--- src/rtl/i2s_pkg.sv ---
// Shared constants for the I2S transmit path: word/frame geometry and the
// slot numbers at which requests and loads happen.
package i2s_pkg;

   localparam int WORD_W = 16;
   localparam int SLOTS  = 32;
   localparam int SLOT_W = $clog2(SLOTS);

   typedef logic [SLOT_W-1:0] slot_t;

   localparam slot_t LEFT_REQ   = slot_t'(0);
   localparam slot_t LEFT_LOAD  = slot_t'(1);
   localparam slot_t RIGHT_REQ  = slot_t'(16);
   localparam slot_t RIGHT_LOAD = slot_t'(17);
   localparam slot_t IDLE_SLOT  = slot_t'(31);

   // Slots whose opening bclk fall captures a fresh word from the buffer.
   function automatic logic is_load_slot(input slot_t s);
      return (s == LEFT_LOAD) || (s == RIGHT_LOAD);
   endfunction

endpackage

--- src/rtl/i2s_bclk_gen.sv ---
// Bit-clock divider: toggles bclk every CLK_DIV clk and flags, one cycle
// ahead, the clk edge on which bclk will rise or fall.
module i2s_bclk_gen #(
   parameter int CLK_DIV = 4
) (
   input  logic clk,
   input  logic reset,
   input  logic enable,
   output logic bclk_o,
   output logic rise_o,
   output logic fall_o
);

   localparam int CNT_W = (CLK_DIV > 2) ? $clog2(CLK_DIV) : 1;

   logic [CNT_W-1:0] div_cnt_q, div_cnt_d;
   logic             bclk_q, bclk_d;
   logic             run, tc;

   assign run = enable && !reset;
   assign tc  = (div_cnt_q == CNT_W'(CLK_DIV - 1));

   always_comb begin
      div_cnt_d = '0;
      bclk_d    = 1'b0;
      if (run) begin
         div_cnt_d = tc ? '0 : div_cnt_q + 1'b1;
         bclk_d    = tc ? ~bclk_q : bclk_q;
      end
   end

   always_ff @(posedge clk) begin
      if (reset) begin
         div_cnt_q <= '0;
         bclk_q    <= 1'b0;
      end else begin
         div_cnt_q <= div_cnt_d;
         bclk_q    <= bclk_d;
      end
   end

   // Strobes mark the clk edge that performs the toggle, so the slot logic
   // updates in lockstep with bclk.
   assign rise_o = run && tc && !bclk_q;
   assign fall_o = run && tc && bclk_q;
   assign bclk_o = bclk_q;

endmodule

--- src/rtl/i2s_output.sv ---
// Philips I2S stereo transmitter: pulls 16-bit samples through a ready
// pulse and serialises them MSB first, one bclk after each lrclk edge.
module i2s_output
   import i2s_pkg::*;
#(
   parameter int CLK_DIV = 4
) (
   input  logic              clk,
   input  logic              reset,
   input  logic              enable,
   input  logic [WORD_W-1:0] data,
   output logic              ready,
   output logic              bclk,
   output logic              lrclk,
   output logic              sdata
);

   slot_t             slot_q, slot_d;
   logic [WORD_W-1:0] shift_q, shift_d;
   logic              lrclk_q, lrclk_d;
   logic              sdata_q, sdata_d;
   logic              ready_q, ready_d;
   logic              bclk_fall;
   logic              bclk_rise_unused;

   i2s_bclk_gen #(.CLK_DIV(CLK_DIV)) u_bclk (
      .clk    (clk),
      .reset  (reset),
      .enable (enable),
      .bclk_o (bclk),
      .rise_o (bclk_rise_unused),
      .fall_o (bclk_fall)
   );

   always_comb begin
      slot_d  = slot_q;
      shift_d = shift_q;
      lrclk_d = lrclk_q;
      sdata_d = sdata_q;
      ready_d = 1'b0;
      if (!enable) begin
         slot_d  = IDLE_SLOT;
         shift_d = '0;
         lrclk_d = 1'b0;
         sdata_d = 1'b0;
      end else if (bclk_fall) begin
         slot_d  = slot_q + 1'b1;
         lrclk_d = slot_d[SLOT_W-1];
         ready_d = (slot_d == LEFT_REQ) || (slot_d == RIGHT_REQ);
         // The right word's LSB spills into slot 0 of the next frame.
         if (is_load_slot(slot_d)) begin
            shift_d = data;
            sdata_d = data[WORD_W-1];
         end else begin
            shift_d = shift_q << 1;
            sdata_d = shift_q[WORD_W-2];
         end
      end
   end

   always_ff @(posedge clk) begin
      if (reset) begin
         slot_q  <= IDLE_SLOT;
         shift_q <= '0;
         lrclk_q <= 1'b0;
         sdata_q <= 1'b0;
         ready_q <= 1'b0;
      end else begin
         slot_q  <= slot_d;
         shift_q <= shift_d;
         lrclk_q <= lrclk_d;
         sdata_q <= sdata_d;
         ready_q <= ready_d;
      end
   end

   assign ready = ready_q;
   assign lrclk = lrclk_q;
   assign sdata = sdata_q;

endmodule

--- config.mk ---
export PLATFORM = sky130hd
export DESIGN_NAME = i2s_output
export DESIGN_NICKNAME = d
export VERILOG_FILES = /design/src/rtl/i2s_pkg.sv /design/src/rtl/i2s_bclk_gen.sv /design/src/rtl/i2s_output.sv
export SDC_FILE = /design/constraint.sdc
export NUM_CORES = 1
export LEC_CHECK = 0
export BUFFER_PORTS_ARGS = -buffer_cell sky130_fd_sc_hd__buf_2
export CORE_AREA = 5 5 74 76
export CTS_BUF_LIST = sky130_fd_sc_hd__clkbuf_4 sky130_fd_sc_hd__clkbuf_8
export DETAILED_ROUTE_END_ITERATION = 8
export DIE_AREA = 0 0 79 81
export GPL_TIMING_DRIVEN = 0
export PLACE_DENSITY = 0.48
export SYNTH_ARGS = -nofsm -noshare
export SYNTH_HDL_FRONTEND = slang
export SYNTH_SLANG_ARGS = --single-unit
--- constraint.sdc ---
create_clock -name clk -period 4.88 [get_ports clk]
set_clock_uncertainty 0.15 [all_clocks]
set_input_delay 0.976 -clock clk [delete_from_list [all_inputs] [get_ports clk]]
set_output_delay 0.976 -clock clk [all_outputs]
set_load 0.01 [all_outputs]
==> implementation parameters <==
Parameter                              Value

STA
  Setup TNS ... 0 ns
  Worst relative slew slack ... 0.619
  Number of failing hold endpoints at the final stage ... 0
  Min cycle time layout ... between 2 and 2.5 ns
  Endpoints failing setup ... 0
  Number of pins with negative max-slew slack in the final report ... 0
  Worst setup margin ... between 2 and 3 ns
  Setup repair after global routing missed its margin ... no
  Fmax ... 449 MHz
  Slew at the pin with the worst max-slew slack ... 0.572 ns
  Ratio of final minimum period to clock period ... 0.456

Clock network
  CTS sink cnt ... 26
  # resized after CTS ... 0
  Clk slew on worst S/H paths ... approximately 0.090 ns
  Clock root buffer ... sky130_fd_sc_hd__clkbuf_8
  Max Root-Sink Buffers ... 2
  CTS Buf Count ... 3
  Number of H-tree branching levels ... 1
  Insertion delay of the later-clocked pin in the worst-skew pair ... between 0.2 and 0.3 ns
  Post CTS Setup Buffer Count ... 0
  CTS tree ... done
  Hold-fix buffers, CTS ... 0

Finish
  Fin nets ... 171
  Util after Layout ... 0.298
  Final instance count without filler cells ... 201
  Inserted Diodes ... 0
  Fill cell total of the finished layout ... 479
  Synthesis-to-finish area growth ... 21.8%
  Multi-input logic area ... 581 sq um
  Cell area after layout ... 1390 sq um
  Share of layout cells above drive strength 1 ... 0.190
  Register area ... between 500 and 600 sq um

Run
  Maxcap violations ... 0

Routing
  Pre-Repair DR Iteration Count ... 3
  Initial drt markers ... 39
  Routed WL ... roughly 2.3 mm
  Average via count per standard cell ... approximately 4.4
  Via count ... between 800 and 900
  Number of DRC violations after detailed routing ... 0
  Routed wire length per instance ... approximately 11 um
  Remaining number of nets flagged by the antenna check after routing ... 0

Setup path
  Worst reg2reg path depth ... 6
  Required @ worst endpoint ... 4.94 ns
  Arrival time of data at the critical path endpoint ... 2.29 ns
  Launch point of the worst reg-to-reg path ... slot_q[0]$_SDFFE_PP1N_
  CP Launch Type ... input port
  Reg-to-Reg End ... shift_q[10]$_SDFFE_PP0N_
  Worst reg2reg setup slack ... 2.72 ns
  Critical path capture point type ... flip-flop
  Class of the most critical setup path ... input port to flip-flop
  Top fanout value on the critical path ... 10

Power and ir drop
  Static leakage ... 0.517 nW
  Pwr Density ... slightly below 300 nW/um^2
  Worst VDD drop ... ~140 uV

Floorplan
  I/O pin total ... 23
  Overall die area ... 6400 sq um
  Effective utilization at floorplan ... 0.245
  Placeable core region ... 4660 sq um
  Floorplan die width ... 79 um
  Die Y ... 81 um
  Placement Rows ... 25

Run status
  Result of the run ... complete, no violations

Placed design
  Cell count after placement ... 197
  Setup WS pre-CTS ... 2.35 ns
  Placed cell areas ... 1320 sq um
  Number of port buffers ... 22
  Routability-driven placement congestion ratio ... 0.719
  Detailed placement HPWL ... 1.77 mm

Global route
  First-pass GRT wire length ... 4.02 mm
  Maximum number of pins on one net before global-route repair ... 16
  Global route total overflow ... 0
  GRT Overall Usage ... 0.0794
  Antenna violations before repair ... 0
  Vias in the first global route ... 902

Logic synthesis
  Proportion of synthesized area in mux cells ... 0.132
  Distinct cell type count of the synthesized netlist ... 28
  Largest family of logic cells by synthesized area ... simple AND/OR/NAND/NOR gates
  Post-Synth Simple-Gate Area ... 0.173
  Syn Area/Cell ... 9.42 sq um
  Post-synthesis adder-cell area fraction ... 0.0439
  Synthesis warning total ... 0
  Post-synthesis compound-gate area fraction ... 0.122
  Synthesized instance count ... 121
  Cell type contributing the most total cell area after synthesis ... sky130_fd_sc_hd__dfxtp_1
  Post-synthesis sequential area ratio ... 0.457
  Net count after synthesis ... ~140
  XOR/XNOR Fraction of Synth Area ... 0.0384
  Dominant cells by area after synthesis ... sky130_fd_sc_hd__dfxtp_1, sky130_fd_sc_hd__mux2i_1, sky130_fd_sc_hd__nand2_1
  Share of the synthesized area in the top cell type ... 0.457
  Synthesized cell area ... 1140 sq um
  Flops & latches, synth ... 26

Hold path
  Hold EP ... u_bclk.div_cnt_q[0]$_SDFF_PP0_
  Min-delay src ... u_bclk.div_cnt_q[0]$_SDFF_PP0_
  Number of cells on the worst hold path ... 1
  Hold crit path type ... flip-flop to flip-flop
==> cells by family (layout without fill, tap and decap cells) <==
group	count (synthesis)	count (layout)
simple gates	43	43
flops	26	26
compound gates	22	22
mux	15	15
buf+inv	6	32
xor+xnor	5	5
fa+ha+maj	4	4
==> critical path, stage by stage <==
cell                       delay, ns
sky130_fd_sc_hd__buf_2          0.10
sky130_fd_sc_hd__nand2b_1       0.26
sky130_fd_sc_hd__nor2_1         0.40
sky130_fd_sc_hd__clkbuf_1       0.38
sky130_fd_sc_hd__nand2_1        0.09
sky130_fd_sc_hd__o21ai_1        0.08
==> how the worst max path moves through the flow <==
| stage | from | end |
|---|---|---|
| global placement | reset | shift_q[11]$_SDFFE_PP0N_ |
| CTS | reset | shift_q[11]$_SDFFE_PP0N_ |
| detailed placement | reset | shift_q[11]$_SDFFE_PP0N_ |
| global route | reset | shift_q[11]$_SDFFE_PP0N_ |
| finish | reset | shift_q[11]$_SDFFE_PP0N_ |
| floorplan | reset | sdata$_SDFFE_PP0N_ |
==> per-stage QoR <==
stage / power [mW] / hold WS [ns]
after CTS: 0.415 / 0.296
after floorplan: 0.222 / 0.254
after global routing: 0.425 / 0.311
after detailed placement: 0.232 / 0.282
final: 0.406 / 0.285
after global placement: 0.231 / 0.264
==> flip-flops by register name, indices dropped and copies added (netlist names) <==
name              flops
ready                 1
slot_q                5
shift_q              15
lrclk                 1
sdata                 1
u_bclk.div_cnt_q      2
u_bclk.bclk_o         1
==> cells in the final DEF (no fill, tap or decap) <==
cell	synthesis	layout
sky130_fd_sc_hd__nand2b_1	1	1
sky130_fd_sc_hd__o211a_1	1	1
sky130_fd_sc_hd__nor2b_1	1	1
sky130_fd_sc_hd__buf_12	1	1
sky130_fd_sc_hd__clkbuf_1	3	3
sky130_fd_sc_hd__or4b_1	1	1
sky130_fd_sc_hd__nor2_1	4	4
sky130_fd_sc_hd__o31ai_4	1	1
sky130_fd_sc_hd__ha_1	4	4
sky130_fd_sc_hd__and2_1	1	1
sky130_fd_sc_hd__and3b_1	1	1
sky130_fd_sc_hd__xnor2_1	2	2
sky130_fd_sc_hd__nand3_1	4	4
sky130_fd_sc_hd__a211oi_1	1	1
sky130_fd_sc_hd__clkbuf_8	0	3
sky130_fd_sc_hd__xor2_1	3	3
sky130_fd_sc_hd__a21boi_1	1	1
sky130_fd_sc_hd__nor3_1	3	3
sky130_fd_sc_hd__o21ai_1	9	9
sky130_fd_sc_hd__bufinv_16	0	1
sky130_fd_sc_hd__nor3b_1	1	1
sky130_fd_sc_hd__o21ai_0	7	7
sky130_fd_sc_hd__or3_1	1	1
sky130_fd_sc_hd__nand2_1	24	24
sky130_fd_sc_hd__o211ai_1	1	1
sky130_fd_sc_hd__dfxtp_1	26	26
sky130_fd_sc_hd__nand4_1	1	1
sky130_fd_sc_hd__inv_1	2	2
sky130_fd_sc_hd__buf_2	0	22
sky130_fd_sc_hd__mux2i_1	15	15
sky130_fd_sc_hd__a21oi_1	1	1
==> layer usage <==
layer	up-vias	wire length (um)	global-route usage
met5	-	0	0
met4	0	23	0.0258
met3	5	159	0.0310
met2	17	1050	0.136
met1	401	1070	0.0914
li1	470	-	-
==> cell type report <==
class / instances / share of cell area
plain buffers: 4 / 0.0225
flip-flops and latches: 26 / 0.375
repair buffers: 22 / 0.0793
inverters: 2 / 0.00541
multi-input cells: 89 / 0.418
clock inverters: 1 / 0.0216
clock buffers: 3 / 0.0297
well taps: 54 / 0.0486
==> synth_stat cells <==
library cell and count:
sky130_fd_sc_hd__mux2i_1 15, sky130_fd_sc_hd__ha_1 4, sky130_fd_sc_hd__o31ai_4 1, sky130_fd_sc_hd__buf_12 1, sky130_fd_sc_hd__a21boi_1 1, sky130_fd_sc_hd__clkbuf_1 3
sky130_fd_sc_hd__dfxtp_1 26, sky130_fd_sc_hd__nand3_1 4, sky130_fd_sc_hd__nor3b_1 1, sky130_fd_sc_hd__a21oi_1 1, sky130_fd_sc_hd__or3_1 1, sky130_fd_sc_hd__a211oi_1 1
sky130_fd_sc_hd__nand2b_1 1, sky130_fd_sc_hd__o21ai_0 7, sky130_fd_sc_hd__o211ai_1 1, sky130_fd_sc_hd__inv_1 2, sky130_fd_sc_hd__nand2_1 24, sky130_fd_sc_hd__or4b_1 1
sky130_fd_sc_hd__xor2_1 3, sky130_fd_sc_hd__nand4_1 1, sky130_fd_sc_hd__nor2_1 4, sky130_fd_sc_hd__o21ai_1 9, sky130_fd_sc_hd__and2_1 1, sky130_fd_sc_hd__o211a_1 1
sky130_fd_sc_hd__and3b_1 1, sky130_fd_sc_hd__xnor2_1 2, sky130_fd_sc_hd__nor2b_1 1, sky130_fd_sc_hd__nor3_1 3
==> power by group <==
part | switching, mW | internal, mW
combinational | 0.00629 | 0.00675
sequential | 0.000385 | 0.213
clock | 0.0699 | 0.110
Power figures use the tool's default switching activity.
